`config.mk`:
```
export PLATFORM = sky130hd
export DESIGN_NAME = usb_txn_ctrl
export DESIGN_NICKNAME = d
export VERILOG_FILES = /design/src/rtl/usb_txn_ctrl.sv
export SDC_FILE = /design/constraint.sdc
export NUM_CORES = 1
export LEC_CHECK = 0
export CAP_MARGIN = 25
export CORE_UTILIZATION = 35
export CTS_CLUSTER_DIAMETER = 40
export DETAILED_ROUTE_END_ITERATION = 6
export DONT_BUFFER_PORTS = 1
export GPL_ROUTABILITY_DRIVEN = 0
export MAX_ROUTING_LAYER = met4
export RECOVER_POWER = 25
export REMOVE_ABC_BUFFERS = 1
export SYNTH_ARGS = -nofsm -noshare
export SYNTH_HDL_FRONTEND = slang
export SYNTH_SLANG_ARGS = --single-unit
```
`constraint.sdc`:
```
create_clock -name clk -period 5.35 [get_ports clk]
set_input_delay 0.535 -clock clk [delete_from_list [all_inputs] [get_ports clk]]
set_output_delay 0.535 -clock clk [all_outputs]
set_load 0.01 [all_outputs]
```
`src/rtl/usb_txn_ctrl.sv`:
```
// Device-side USB transaction sequencer: decodes token/data/handshake PIDs,
// schedules handshakes or IN data, tracks DATA0/DATA1 toggles and bus turnaround.
module usb_txn_ctrl #(
   parameter int TIMEOUT_CYCLES = 128,
   parameter int CNT_W          = 8
) (
   input  logic       clk,
   input  logic       n_rst,
   input  logic [2:0] rx_packet,
   input  logic       rx_data_ready,
   input  logic       rx_transfer_active,
   input  logic       rx_error,
   input  logic       tx_done,
   input  logic       tx_error,
   input  logic [6:0] buffer_occupancy,
   input  logic       host_ready,
   output logic [2:0] tx_packet,
   output logic       tx_start,
   output logic       d_mode,
   output logic       flush,
   output logic       rx_done,
   output logic       tx_acked,
   output logic       txn_error,
   output logic       busy
);

   localparam logic [2:0] PID_OUT   = 3'd0;
   localparam logic [2:0] PID_IN    = 3'd1;
   localparam logic [2:0] PID_DATA0 = 3'd2;
   localparam logic [2:0] PID_DATA1 = 3'd3;
   localparam logic [2:0] PID_ACK   = 3'd4;

   localparam logic [2:0] TX_NONE  = 3'd0;
   localparam logic [2:0] TX_DATA0 = 3'd1;
   localparam logic [2:0] TX_DATA1 = 3'd2;
   localparam logic [2:0] TX_ACK   = 3'd3;
   localparam logic [2:0] TX_NAK   = 3'd4;

   localparam logic [CNT_W-1:0] TMO_LAST = CNT_W'(TIMEOUT_CYCLES - 1);

   typedef enum logic [3:0] {
      IDLE, OUT_WAIT, OUT_CHECK, IN_CHECK, SEND_HS, SEND_DATA,
      HS_WAIT, DATA_WAIT, ACK_WAIT, ERR
   } state_t;

   state_t            state_reg, state_next;
   logic              rx_ready_q_reg;
   logic [CNT_W-1:0]  timer_reg;
   logic              rx_toggle_reg, rx_toggle_next;
   logic              tx_toggle_reg, tx_toggle_next;
   logic              data_pid_reg, data_pid_next;
   logic [2:0]        tx_packet_reg, tx_packet_next;
   logic              rx_done_reg, rx_done_next;
   logic              tx_acked_reg, tx_acked_next;
   logic              txn_error_reg, txn_error_next;
   logic              flush_reg, flush_next;

   logic pkt_evt, timeout, is_data, timer_clr;

   // Zero-length IN packets are sent exactly like full ones, so occupancy is informational only.
   logic unused_occupancy;
   assign unused_occupancy = ^buffer_occupancy;

   assign pkt_evt   = rx_data_ready & ~rx_ready_q_reg;
   assign timeout   = (timer_reg == TMO_LAST);
   assign is_data   = (rx_packet == PID_DATA0) || (rx_packet == PID_DATA1);
   assign timer_clr = (state_next != state_reg) &&
                      ((state_next == OUT_WAIT) || (state_next == ACK_WAIT));

   always_ff @(posedge clk or negedge n_rst) begin
      if (!n_rst) begin
         state_reg      <= IDLE;
         rx_ready_q_reg <= 1'b0;
         timer_reg      <= '0;
         rx_toggle_reg  <= 1'b0;
         tx_toggle_reg  <= 1'b0;
         data_pid_reg   <= 1'b0;
         tx_packet_reg  <= TX_NONE;
         rx_done_reg    <= 1'b0;
         tx_acked_reg   <= 1'b0;
         txn_error_reg  <= 1'b0;
         flush_reg      <= 1'b0;
      end else begin
         state_reg      <= state_next;
         rx_ready_q_reg <= rx_data_ready;
         rx_toggle_reg  <= rx_toggle_next;
         tx_toggle_reg  <= tx_toggle_next;
         data_pid_reg   <= data_pid_next;
         tx_packet_reg  <= tx_packet_next;
         rx_done_reg    <= rx_done_next;
         tx_acked_reg   <= tx_acked_next;
         txn_error_reg  <= txn_error_next;
         flush_reg      <= flush_next;
         if (timer_clr)
            timer_reg <= '0;
         else if (!rx_transfer_active && (timer_reg != '1))
            timer_reg <= timer_reg + 1'b1;
      end
   end

   always_comb begin
      state_next     = state_reg;
      rx_toggle_next = rx_toggle_reg;
      tx_toggle_next = tx_toggle_reg;
      data_pid_next  = data_pid_reg;
      tx_packet_next = tx_packet_reg;
      rx_done_next   = 1'b0;
      tx_acked_next  = 1'b0;
      txn_error_next = 1'b0;
      flush_next     = 1'b0;

      case (state_reg)
         IDLE: begin
            if (rx_error)
               state_next = ERR;
            else if (pkt_evt && (rx_packet == PID_OUT))
               state_next = OUT_WAIT;
            else if (pkt_evt && (rx_packet == PID_IN))
               state_next = IN_CHECK;
         end
         OUT_WAIT: begin
            if (rx_error)
               state_next = ERR;
            else if (pkt_evt) begin
               if (is_data) begin
                  state_next    = OUT_CHECK;
                  data_pid_next = rx_packet[0];
               end else begin
                  state_next = ERR;
               end
            end else if (timeout)
               state_next = ERR;
         end
         OUT_CHECK: begin
            tx_packet_next = TX_ACK;
            state_next     = SEND_HS;
            // A toggle mismatch is a host retry of data already accepted: ACK it, drop the copy.
            if (data_pid_reg == rx_toggle_reg) begin
               rx_toggle_next = ~rx_toggle_reg;
               rx_done_next   = 1'b1;
            end else begin
               flush_next = 1'b1;
            end
         end
         IN_CHECK: begin
            if (host_ready) begin
               tx_packet_next = tx_toggle_reg ? TX_DATA1 : TX_DATA0;
               state_next     = SEND_DATA;
            end else begin
               tx_packet_next = TX_NAK;
               state_next     = SEND_HS;
            end
         end
         SEND_HS:   state_next = HS_WAIT;
         SEND_DATA: state_next = DATA_WAIT;
         HS_WAIT: begin
            if (rx_error || tx_error)
               state_next = ERR;
            else if (tx_done)
               state_next = IDLE;
         end
         DATA_WAIT: begin
            if (rx_error || tx_error)
               state_next = ERR;
            else if (tx_done)
               state_next = ACK_WAIT;
         end
         ACK_WAIT: begin
            if (rx_error)
               state_next = ERR;
            else if (pkt_evt) begin
               state_next = IDLE;
               if (rx_packet == PID_ACK) begin
                  tx_toggle_next = ~tx_toggle_reg;
                  tx_acked_next  = 1'b1;
               end else begin
                  txn_error_next = 1'b1;
               end
            end else if (timeout) begin
               state_next     = IDLE;
               txn_error_next = 1'b1;
            end
         end
         ERR: begin
            if (!rx_transfer_active)
               state_next = IDLE;
         end
         default: state_next = IDLE;
      endcase

      if ((state_next == ERR) && (state_reg != ERR)) begin
         txn_error_next = 1'b1;
         flush_next     = (state_reg == OUT_WAIT);
      end
      if ((state_next == IDLE) || (state_next == ERR))
         tx_packet_next = TX_NONE;
   end

   assign tx_packet = tx_packet_reg;
   assign tx_start  = (state_reg == SEND_HS) || (state_reg == SEND_DATA);
   assign d_mode    = (state_reg == SEND_HS) || (state_reg == SEND_DATA) ||
                      (state_reg == HS_WAIT) || (state_reg == DATA_WAIT);
   assign flush     = flush_reg;
   assign rx_done   = rx_done_reg;
   assign tx_acked  = tx_acked_reg;
   assign txn_error = txn_error_reg;
   assign busy      = (state_reg != IDLE);

endmodule
```
# Word-level counts from Yosys, hierarchy flattened
# Cells that the tools add are included.
dict set report totals {
  wordCells 98
  out_inout_bits 10
  register_bits 23
}
dict set report op_classes {
  n_reduce_logical 22
  n_mux 38
  eq_ne 21
  n_bitwise 5
  addsub 1
}
# operator count
set ops {}
lappend ops {{4-bit two-way mux} 15}
lappend ops {{4-bit one-hot mux with 10 select lines} 1}
lappend ops {{4-bit by 3-bit equality test with 1-bit output, second input constant} 4}
lappend ops {{4-bit equality test, second input constant} 4}
lappend ops {{1-bit two-way mux} 16}
lappend ops {{8-bit two-way mux} 2}
lappend ops {{8-bit by 1-bit adder with 8-bit output, second input constant} 1}
lappend ops {{4-bit by 1-bit equality test with 1-bit output, second input constant} 2}
lappend ops {{4-bit by 2-bit equality test with 1-bit output, second input constant} 2}
lappend ops {{8-bit by 7-bit equality test with 1-bit output, second input constant} 1}
lappend ops {{4-bit zero test} 2}
lappend ops {{8-bit != test, second input constant} 1}
lappend ops {{4-bit AND reduction} 2}
lappend ops {{1-bit logical OR} 7}
lappend ops {{3-bit by 2-bit equality test with 1-bit output, second input constant} 2}
lappend ops {{3-bit two-way mux} 2}
lappend ops {{3-bit one-hot mux with 2 select lines} 1}
lappend ops {{1-bit logical AND} 5}
lappend ops {{4-bit != test} 1}
lappend ops {{4-bit != test, second input constant} 1}
lappend ops {{1-bit NOT} 4}
lappend ops {{4-bit nonzero test} 1}
lappend ops {{3-bit by 1-bit equality test with 1-bit output, second input constant} 1}
lappend ops {{3-bit equality test, second input constant} 1}
lappend ops {{8 further kinds} 8}

# Depth between registers and ports, before layout
# Gate-level depths: netlist of the first run.
dict set report logic_depth {
  depth_word 11
  mapped_depth 9
  ltp_nobuf 7
}

# Least setup slack after synthesis of the first run
# No wires, ideal clock.
dict set report synth_path {
  path_type {in2reg}
  from {in rx_data_ready}
  to {reg timer_reg[0]}
  arrival_time_ns 1.916
  path_slack_ns 3.293
  cell_stages 6
  required_time_ns 5.210
  n_path_buf 0
  cell_sequence {nor2b_1 -> a41o_1 -> o211a_1 -> or2_4 -> nor4_4 -> nor3_1}
}
dict set report synth_between {
  elab_chain_cells 10
}
# element line
set synth_lines {}
lappend synth_lines {{start: declaration} 10} ;# input logic rx_data_ready,
lappend synth_lines {{1-bit AND (*)} 64} ;# assign pkt_evt = rx_data_ready & ~rx_ready_q_reg;
lappend synth_lines {{1-bit logical AND} 118} ;# else if (pkt_evt && (rx_packet == PID_IN))
lappend synth_lines {{4-bit two-way mux} 118}
lappend synth_lines {{4-bit two-way mux} 116} ;# else if (pkt_evt && (rx_packet == PID_OUT))
lappend synth_lines {{4-bit two-way mux} 114} ;# if (rx_error)
lappend synth_lines {{4-bit one-hot mux with 10 select lines (*)} 112} ;# case (state_reg)
lappend synth_lines {{net state_next[3]} 46} ;# state_t state_reg, state_next;
lappend synth_lines {{4-bit by 1-bit equality test with 1-bit output / 4-bit equality test (equally long branches)} 68} ;# ((state_next == OUT_WAIT) || (state_next == ACK_WAIT));
lappend synth_lines {{1-bit logical OR} 68}
lappend synth_lines {{1-bit logical AND (*)} 67} ;# assign timer_clr = (state_next != state_reg) &&
lappend synth_lines {{8-bit two-way mux / 2-bit nonzero test (equally long branches)} -}
lappend synth_lines {{end signal: assignment} 97} ;# timer_reg <= timer_reg + 1'b1;
lappend synth_lines {{end: declaration} 48} ;# logic [CNT_W-1:0] timer_reg;
# Mark *: on every way through the listed nets, which the timed path passes. The rest lies on a longest branch.
# A chain may end at the register's enable or synchronous reset.

# Worst setup path in the final report of the first run
dict set report layout_path {
  from {reg state_reg[0]}
  to {reg timer_reg[3]}
}
dict set report layout_between {
  elab_chain_cells 8
}
# element line
set layout_lines {}
lappend layout_lines {{start: declaration} 46}
lappend layout_lines {{start signal: assignment} 84} ;# state_reg <= state_next;
lappend layout_lines {{4-bit two-way mux, on equally long branches} {179, 118, 131}}
lappend layout_lines {{4-bit two-way mux, on equally long branches} {171, 116, 124}}
lappend layout_lines {{4-bit two-way mux, on equally long branches} {169, 114, 122}}
lappend layout_lines {{4-bit one-hot mux with 10 select lines} 112}
lappend layout_lines {{4-bit by 1-bit equality test with 1-bit output / 4-bit equality test (equally long branches)} 68}
lappend layout_lines {{1-bit logical OR} 68}
lappend layout_lines {{1-bit logical AND (*)} 67}
lappend layout_lines {{8-bit two-way mux / 2-bit nonzero test (equally long branches)} -}
# Every way passes the cells marked *; elsewhere a longest branch is shown, timed or not.

==> results_dict.tcl, run 1 <==
set metrics [dict create \
    synthArstFlopShare 1.00 \
    fp.dieH_um 63.0 \
    postSynthAreaPerCell_sq_um 9.58 \
    first_pass_iters 4 \
    port_buffers 0 \
    drive_gt1_frac 0.0809 \
    min_path_type "input pin to flop" \
    grt_pass1_wl_um 4720 \
    grt_max_degree 24 \
    holdPathStages 0 \
    hold_viol_final 0 \
    synth_ff_type "dfrtp_1" \
    h-tree-depth 1 \
    fp.coreArea_sq_um 3440 \
    final_common_cell "dfrtp_1" \
    post-cts-setup-buffers 0 \
    cellLeakagePower_nw 0.622 \
    yosysSeqAreaShare 0.442 \
    cts-buffers-inserted 3 \
    startpoint_type "flop" \
    grt_pass1_vias 1015 \
    final_nets 156 \
    status "finished, final reports clean" \
    synthCells 136 \
    clk_path_buf_depth 2 \
    n_fill_cell 353 \
    synth_top_family_by_area "simple AND/OR/NAND/NOR gates" \
    largest_register_ff_count 8 \
    drc_errors 0 \
    area_growth_pct 6.82 \
    rows 21 \
    dp_slack_ps 2890 \
    grt_util_all_layers 0.157 \
    synth.distinct_cells 44 \
    dieArea_sq_um 3970 \
    final.setup.tns_ps 0 \
    whs_endpoint "rx_ready_q_reg$_DFF_PN0_" \
    cts.clk_slew.worst_paths_ps 80 \
    synth_mux_area_frac 0.0163 \
    timing.rr.end "timer_reg[3]$_DFFE_PN0P_" \
    io_pins 28 \
    placed_cells_incl_taps 176 \
    pwr_density_cell_nw_per_um2 444 \
    cp-end-kind "flop" \
    grt-ovfl-total 0 \
    drv_cap 0 \
    cts_tree "built" \
    initial_core_util 0.378 \
    synthXorXnorAreaFrac 0.0605 \
    rsz0062_at_grt "no" \
    finalPower_uw 618 \
    period_share 0.458 \
    synth_compound_area_frac 0.157 \
    die_w_um 63.0 \
    synth_edf_count 0 \
    tightest_slew_ps 1140 \
    layout_common_cells "23 x dfrtp_1, 12 x nor2_1, 12 x nor3_1" \
    ys_warn_count 0 \
    vdd_ir_drop_max_uv 181 \
    min_from "rx_data_ready" \
    cts-resized-gates 0 \
    finClkSkew_ps 1.32 \
    worstPathRequired_ps 5470 \
    clock.fmax_mhz 408 \
    worstSetupPathType "flop to flop" \
    wl_per_cell_um 15.3 \
    viasPerCell 5.61 \
    setup_ws_ps 2900 \
    fin_crit_ps 2450 \
    yosys.area_share.simple 0.277 \
    ys_ff_latch 23 \
    setup_viol 0 \
    antenna_found_initial 0 \
    layout.cells.non_filler 182 \
    dr_total_vias 1021 \
    syn_area_sq_um 1300 \
    crit_arrival_ps 2580 \
    drv_slew 0 \
    reg2reg_from "state_reg[0]$_DFF_PN0_" \
    dpl_cell_area_sq_um 1330 \
    hpwlAfterDp_um 2020 \
    drt-initial-drc-count 37 \
    clock-sinks 23 \
    cts-root-buf "clkbuf_8" \
    ant_nets 0 \
    reg2regPathDepth 6 \
    final_area_sq_um 1390 \
    wl_um 2780 \
    path_max_fanout 16 \
    slew_headroom 0.239 \
    diodes 0 \
    clk_latency_ps 260 \
    rrSetupSlack_ps 2900 \
    synth_fa_ha_area_frac 0.00961 \
]
[metrics by stage]
stage / util / hold slack, ps
floorplan: - / 239
global placement: 0.387 / 240
detailed placement: 0.387 / 240
CTS: 0.403 / 289
global route: 0.404 / 277
finish: 0.404 / 299
[cell type report]
type | instances | area (sq um) | area share
inverter | 6 | 22.5 | 0.0162
clock buffer | 4 | 45.0 | 0.0324
timing repair buffer | 2 | 13.8 | 0.00989
sequential | 23 | 576 | 0.414
tap | 46 | 57.6 | 0.0414
multi-input combinational | 101 | 677 | 0.487
[layer usage]
layer | up-vias | share of wire | global-route usage | routed length [um]
met1 | 503 | 0.45 | 0.194 | 1260
met3 | 2 | 0.042 | 0.0255 | 116
met2 | 25 | 0.50 | 0.250 | 1380
li1 | 491 | - | - | -
met4 | 0 | 0.010 | 0.0698 | 29
met5 | - | 0 | - | 0
[Yosys cell counts (all sizes together) (2+ instances only)]
| cell type | instances | area share |
|---|---|---|
| a211o | 2 | 0.013 |
| a211oi | 2 | 0.012 |
| a21oi | 4 | 0.015 |
| a311oi | 3 | 0.020 |
| and2 | 4 | 0.021 |
| and3 | 4 | 0.019 |
| buf | 4 | 0.015 |
| clkbuf | 2 | 0.0058 |
| dfrtp | 23 | 0.44 |
| inv | 6 | 0.017 |
| nand2 | 7 | 0.020 |
| nand2b | 3 | 0.014 |
| nand3 | 5 | 0.019 |
| nand4 | 2 | 0.0096 |
| nor2 | 12 | 0.035 |
| nor2b | 3 | 0.014 |
| nor3 | 12 | 0.046 |
| nor3b | 2 | 0.015 |
| nor4 | 2 | 0.021 |
| o211a | 2 | 0.015 |
| o21ai | 4 | 0.015 |
| or3 | 2 | 0.0096 |
| xnor2 | 4 | 0.027 |
| xor2 | 5 | 0.034 |
[what timing repair did]
action                                 4_1_cts  5_1_grt
hold buffers                                 1        0
setup endpoints to repair                    0        0
endpoints found under the hold margin       23        0
[critical path, cell delays in order (launching register included)]
cell and delay (ps):
dfrtp_1 580, or4b_4 650, o2bb2ai_1 160, a32oi_1 110, and2_4 200, nor4_4 490, nor3_1 120
[power breakdown]
part | switching [mW] | internal, mW | leakage [nW]
combinational | 0.139 | 0.110 | 0.293
sequential | 0.0558 | 0.208 | 0.306
clock | 0.0523 | 0.0530 | 0.0228
total | 0.247 | 0.371 | 0.622
[worst max path at each step]
stage | end | slack [ps] | cells past startpoint | start
after floorplan | timer_reg[0]$_DFFE_PN0P_ | 3240 | 6 | state_reg[0]$_DFF_PN0_
after CTS | timer_reg[3]$_DFFE_PN0P_ | 2890 | 6 | state_reg[0]$_DFF_PN0_
after global placement | timer_reg[2]$_DFFE_PN0P_ | 2980 | 6 | state_reg[0]$_DFF_PN0_
after global routing | timer_reg[1]$_DFFE_PN0P_ | 2700 | 6 | state_reg[0]$_DFF_PN0_
final | timer_reg[3]$_DFFE_PN0P_ | 2900 | 6 | state_reg[0]$_DFF_PN0_
after detailed placement | timer_reg[2]$_DFFE_PN0P_ | 2890 | 6 | state_reg[0]$_DFF_PN0_
[kinds of logic (layout without fill, tap and decap cells)]
family	Yosys count	in the layout
AOI/OAI and AO/OA	27	27
xor gates and xnor gates	9	9
adders and majority gates	1	1
buffers and inverters	12	12
DFF	23	23
muxes	2	2
and+or+nand+nor	62	62
Note: power is estimated with default switching activity, not from simulation.
==> run 2, diff against run 1 <==
clock period = 2.03 ns   (was 5.35 ns; I/O delays follow)
==> results_dict.tcl, run 2 (synthesis results as in run 1) <==
set metrics [dict create \
    status "complete, but fails checks" \
    violations "negative setup slack" \
    drc_errors 0 \
    grt_util_all_layers 0.166 \
    worstPathRequired_ps 2170 \
    layout_common_cells "25 x buf_4, 23 x dfrtp_1, 12 x nor2_1" \
    rows 21 \
    fp.coreArea_sq_um 3440 \
    cts-root-buf "clkbuf_8" \
    initial_core_util 0.378 \
    drive_gt1_frac 0.311 \
    cp-startpoint "timer_reg[4]$_DFFE_PN0P_" \
    holdWs_ps 46.8 \
    io_pins 28 \
    clock-sinks 23 \
    ant_nets 0 \
    path_depth 7 \
    crit_chain "and4_4 -> a41o_1 -> o211a_1 -> or3_4 -> a211oi_2 -> buf_4 -> a311oi_1" \
    drv_cap 0 \
    viasPerCell 5.40 \
    clk_latency_ps 260 \
    startpoint_type "flop" \
    reg2reg_from "timer_reg[4]$_DFFE_PN0P_" \
    drt-initial-drc-count 40 \
    slew_headroom 0.682 \
    final_common_cell "buf_4" \
    grt_max_degree 24 \
    antenna_found_initial 0 \
    dpl_cell_area_sq_um 1490 \
    finalPower_mw 1.96 \
    largest_register_ff_count 8 \
    hpwlAfterDp_um 2220 \
    worstSetupPathType "flop to flop" \
    cts.clk_slew.worst_paths_ps 80 \
    layout.cells.non_filler 210 \
    vdd_ir_drop_max_uv 533 \
    rrSetupSlack_ps -3 \
    first_pass_iters 4 \
    setup_viol 2 \
    fp.dieH_um 63.0 \
    slowest_delay_ps 400 \
    cts-buffers-inserted 3 \
    drv_slew 0 \
    die_w_um 63.0 \
    crit_path_end "tx_packet[1]$_DFFE_PN0P_" \
    grt_pass1_vias 1097 \
    path_max_fanout 4 \
    cp.buffers_inverters 1 \
    critical-path-top-delay-family "compound AO/OA/AOI/OAI gates" \
    cts_tree "built" \
    setup_ws_ps -2.70 \
    tightest_slew_ps 475 \
    fin_crit_ps 2030 \
    dieArea_sq_um 3970 \
    wl_um 3170 \
    grt_pass1_wl_um 5020 \
    cellLeakagePower_nw 0.775 \
    crit_slowest_cell "dfrtp_1" \
    rsz0062_at_grt "yes" \
    hold_viol_final 0 \
    final_area_sq_um 1690 \
    grt-ovfl-total 0 \
    wl_per_cell_um 15.1 \
    port_buffers 0 \
    final_util 0.491 \
    period_share 1.00 \
    reg2regPathDepth 7 \
    cp-end-kind "flop" \
    dr_total_vias 1133 \
    crit_arrival_ps 2170 \
    timing.rr.end "tx_packet[1]$_DFFE_PN0P_" \
    h-tree-depth 1 \
    clk_path_buf_depth 2 \
    finClkSkew_ps 3.60 \
    placed_cells_incl_taps 197 \
    min_path_type "input pin to flop" \
    clock.fmax_mhz 492 \
    pwr_density_cell_nw_per_um2 1160 \
    area_growth_pct 29.7 \
    final_nets 184 \
    diodes 0 \
]
==> run 2: per-stage QoR <==
| stage | setup slack (ps) | setup TNS, ps |
|---|---|---|
| after floorplan | -82.4 | -660 |
| after global placement | -28.5 | -69.1 |
| after detailed placement | -55.2 | -174 |
| after CTS | 1.69 | 0 |
| after global routing | -79.4 | -651 |
| final | -2.70 | -4.88 |
==> run 2: how the worst min path moves through the flow <==
stage / slack, ps / end / cells after the start / start
2_1_floorplan: -90 / data_pid_reg$_DFFE_PN0P_ / 0 / n_rst
3_3_place_gp: -90 / timer_reg[0]$_DFFE_PN0P_ / 0 / n_rst
3_5_place_dp: -90 / timer_reg[1]$_DFFE_PN0P_ / 0 / n_rst
4_1_cts: 40 / tx_acked$_DFF_PN0_ / 1 / rx_error
5_1_grt: 30 / tx_acked$_DFF_PN0_ / 1 / rx_error
6_report: 50 / tx_acked$_DFF_PN0_ / 1 / rx_error
==> run 2: final cells by class <==
cell class | instances | area (sq um)
Clock buffer | 4 | 45.0
Multi-Input combinational cell | 101 | 743
Sequential cell | 23 | 576
Tap cell | 46 | 57.6
Fill cell | 334 | 1750
Inverter | 6 | 22.5
Timing Repair Buffer | 30 | 245
==> run 2: layer usage <==
layer / share of wire / vias up / GRT usage
met3: 0.030 / 2 / 0.0255
met4: 0.0092 / 0 / 0.0698
met1: 0.44 / 558 / 0.204
li1: - / 556 / -
met2: 0.52 / 17 / 0.270
met5: 0 / - / -
==> run 2: power by group <==
part	switching (mW)	total (mW)	internal, mW
combinational	0.544	1.06	0.518
clock	0.141	0.281	0.140
sequential	0.0680	0.618	0.550
total	0.752	1.96	1.21
==> run 2: timing repair <==
action | in CTS | in global routing
buffers inserted | 3 | 3
gates resized for setup | 5 | 11
hold endpoints to repair | 24 | 0
pin swaps | 5 | 11
setup endpoints to repair | 11 | 11
hold buffers | 2 | 0
==> run 3, diff against run 2 <==
--- a/config.mk
+++ b/config.mk
@@ -6,5 +6,5 @@
 export NUM_CORES = 1
 export LEC_CHECK = 0
-export CAP_MARGIN = 25
+export CAP_MARGIN = 20
 export CORE_UTILIZATION = 35
 export CTS_CLUSTER_DIAMETER = 40
==> constraint.sdc (replaced) <==
create_clock -name clk -period 2.03 [get_ports clk]
set_input_delay 0.203 -clock clk [delete_from_list [all_inputs] [get_ports clk]]
set_output_delay 0.203 -clock clk [all_outputs]
set_load 0.02 [all_outputs]
==> results_dict.tcl, run 3 (synthesis results as in run 1) <==
set metrics [dict create \
    dieArea_sq_um 3970 \
    drc_errors 0 \
    startpoint_type "flop" \
    cts-root-buf "clkbuf_8" \
    dpl_cell_area_sq_um 1490 \
    worstSetupPathType "flop to flop" \
    hpwlAfterDp_um 2220 \
    slowest_delay_ps 410 \
    clk_latency_ps 260 \
    grt-ovfl-total 0 \
    cts-buffers-inserted 3 \
    die_w_um 63.0 \
    placed_cells_incl_taps 197 \
    grt_util_all_layers 0.166 \
    slew_headroom 0.654 \
    layout.cells.non_filler 212 \
    ant_nets 0 \
    vdd_ir_drop_max_uv 580 \
    rows 21 \
    clock.fmax_mhz 496 \
    largest_register_ff_count 8 \
    worstPathRequired_ps 2160 \
    tightest_slew_ps 518 \
    wl_um 3040 \
    ff_latch_area_sq_um 576 \
    antenna_found_initial 0 \
    viasPerCell 5.50 \
    fp.coreArea_sq_um 3440 \
    fp.dieH_um 63.0 \
    n_fill_cell 320 \
    rsz0062_at_grt "yes" \
    cts_tree "built" \
    grt_pass1_vias 1073 \
    crit_arrival_ps 2150 \
    h-tree-depth 1 \
    finalPower_mw 2.00 \
    hold_viol_final 0 \
    clock-sinks 23 \
    period_share 0.994 \
    crit_chain "and4_4 -> a41o_1 -> o211a_1 -> or3_1 -> a211oi_2 -> buf_4 -> a311oi_1" \
    dr_total_vias 1165 \
    area_growth_pct 29.7 \
    path_max_fanout 4 \
    drv_cap 0 \
    min_path_type "input pin to flop" \
    wl_per_cell_um 14.3 \
    cp-end-kind "flop" \
    cellLeakagePower_nw 0.798 \
    initial_core_util 0.378 \
    diodes 0 \
    crit_slowest_cell "or3_1" \
    port_buffers 0 \
    drive_gt1_frac 0.295 \
    io_pins 28 \
    status "finished, final reports clean" \
    drt-initial-drc-count 31 \
    drv_slew 0 \
    final_common_cell "buf_4" \
    final_area_sq_um 1690 \
    clk_path_buf_depth 2 \
    grt_max_degree 24 \
    cp.buffers_inverters 1 \
    final_nets 186 \
    setup_viol 0 \
    multiInputGateArea_sq_um 724 \
    first_pass_iters 4 \
    finClkSkew_ps 1.33 \
    min_from "rx_error" \
    cts.clk_slew.worst_paths_ps 80 \
    cp-startpoint "timer_reg[5]$_DFFE_PN0P_" \
    reg2reg_from "timer_reg[5]$_DFFE_PN0P_" \
    grt_pass1_wl_um 5060 \
    critical-path-top-delay-family "compound AO/OA/AOI/OAI gates" \
    fin_crit_ps 2020 \
    pwr_density_cell_nw_per_um2 1180 \
    layout_common_cells "26 x buf_4, 23 x dfrtp_1, 12 x nor2_1" \
]
run 3: report_power, final:
group | leakage [nW] | switching [mW] | internal (mW)
Sequential | 0.306 | 0.0782 | 0.550
Clock | 0.0228 | 0.134 | 0.140
Combinational | 0.469 | 0.548 | 0.549
run 3: worst paths after layout:
path                                             endpoint  slack, ps  depth (start not counted)
worst max-delay path             tx_packet[1]$_DFFE_PN0P_         10                          7
worst min-delay path                   tx_acked$_DFF_PN0_         50                          1
worst max register to register   tx_packet[1]$_DFFE_PN0P_         10                          7
worst min register to register  rx_toggle_reg$_DFFE_PN0P_        490                          1
max in group asynchronous       tx_toggle_reg$_DFFE_PN0P_       1210                          2
min in group asynchronous        timer_reg[1]$_DFFE_PN0P_        350                          1
run 3: area by class of cell:
class	instances	area share
Multi-Input combinational cell	101	0.429
Sequential cell	23	0.341
Timing Repair Buffer	32	0.156
Tap cell	46	0.0341
Clock buffer	4	0.0267
Inverter	6	0.0133
run 3: per-layer routing:
| layer | share of wire | vias up | GRT usage | wire length (um) |
|---|---|---|---|---|
| met5 | 0 | - | - | 0 |
| met4 | 0.016 | 0 | 0.0640 | 49 |
| met3 | 0.051 | 5 | 0.0292 | 154 |
| met2 | 0.49 | 35 | 0.247 | 1480 |
| met1 | 0.45 | 569 | 0.224 | 1360 |
| li1 | - | 556 | - | - |
run 3: what timing repair did:
| action | in CTS | in global routing |
|---|---|---|
| pin swaps | 6 | 5 |
| hold buffers | 2 | 0 |
| resized for setup | 3 | 9 |
| setup buffers | 2 | 6 |
| setup endpoints to repair | 11 | 11 |
| endpoints found under the hold margin | 24 | 0 |
run 3: through the flow:
stage | setup TNS, ps | utilization | hold WS (ps) | worst slack (ps)
after floorplan | -660 | - | -92.6 | -82.4
after global placement | -67.2 | 0.433 | -91.8 | -27.9
after detailed placement | -191 | 0.433 | -91.8 | -68.7
after CTS | 0 | 0.461 | 43.6 | 0.0642
after global routing | -728 | 0.491 | 36.6 | -72.7
final | 0 | 0.491 | 50.5 | 12.3
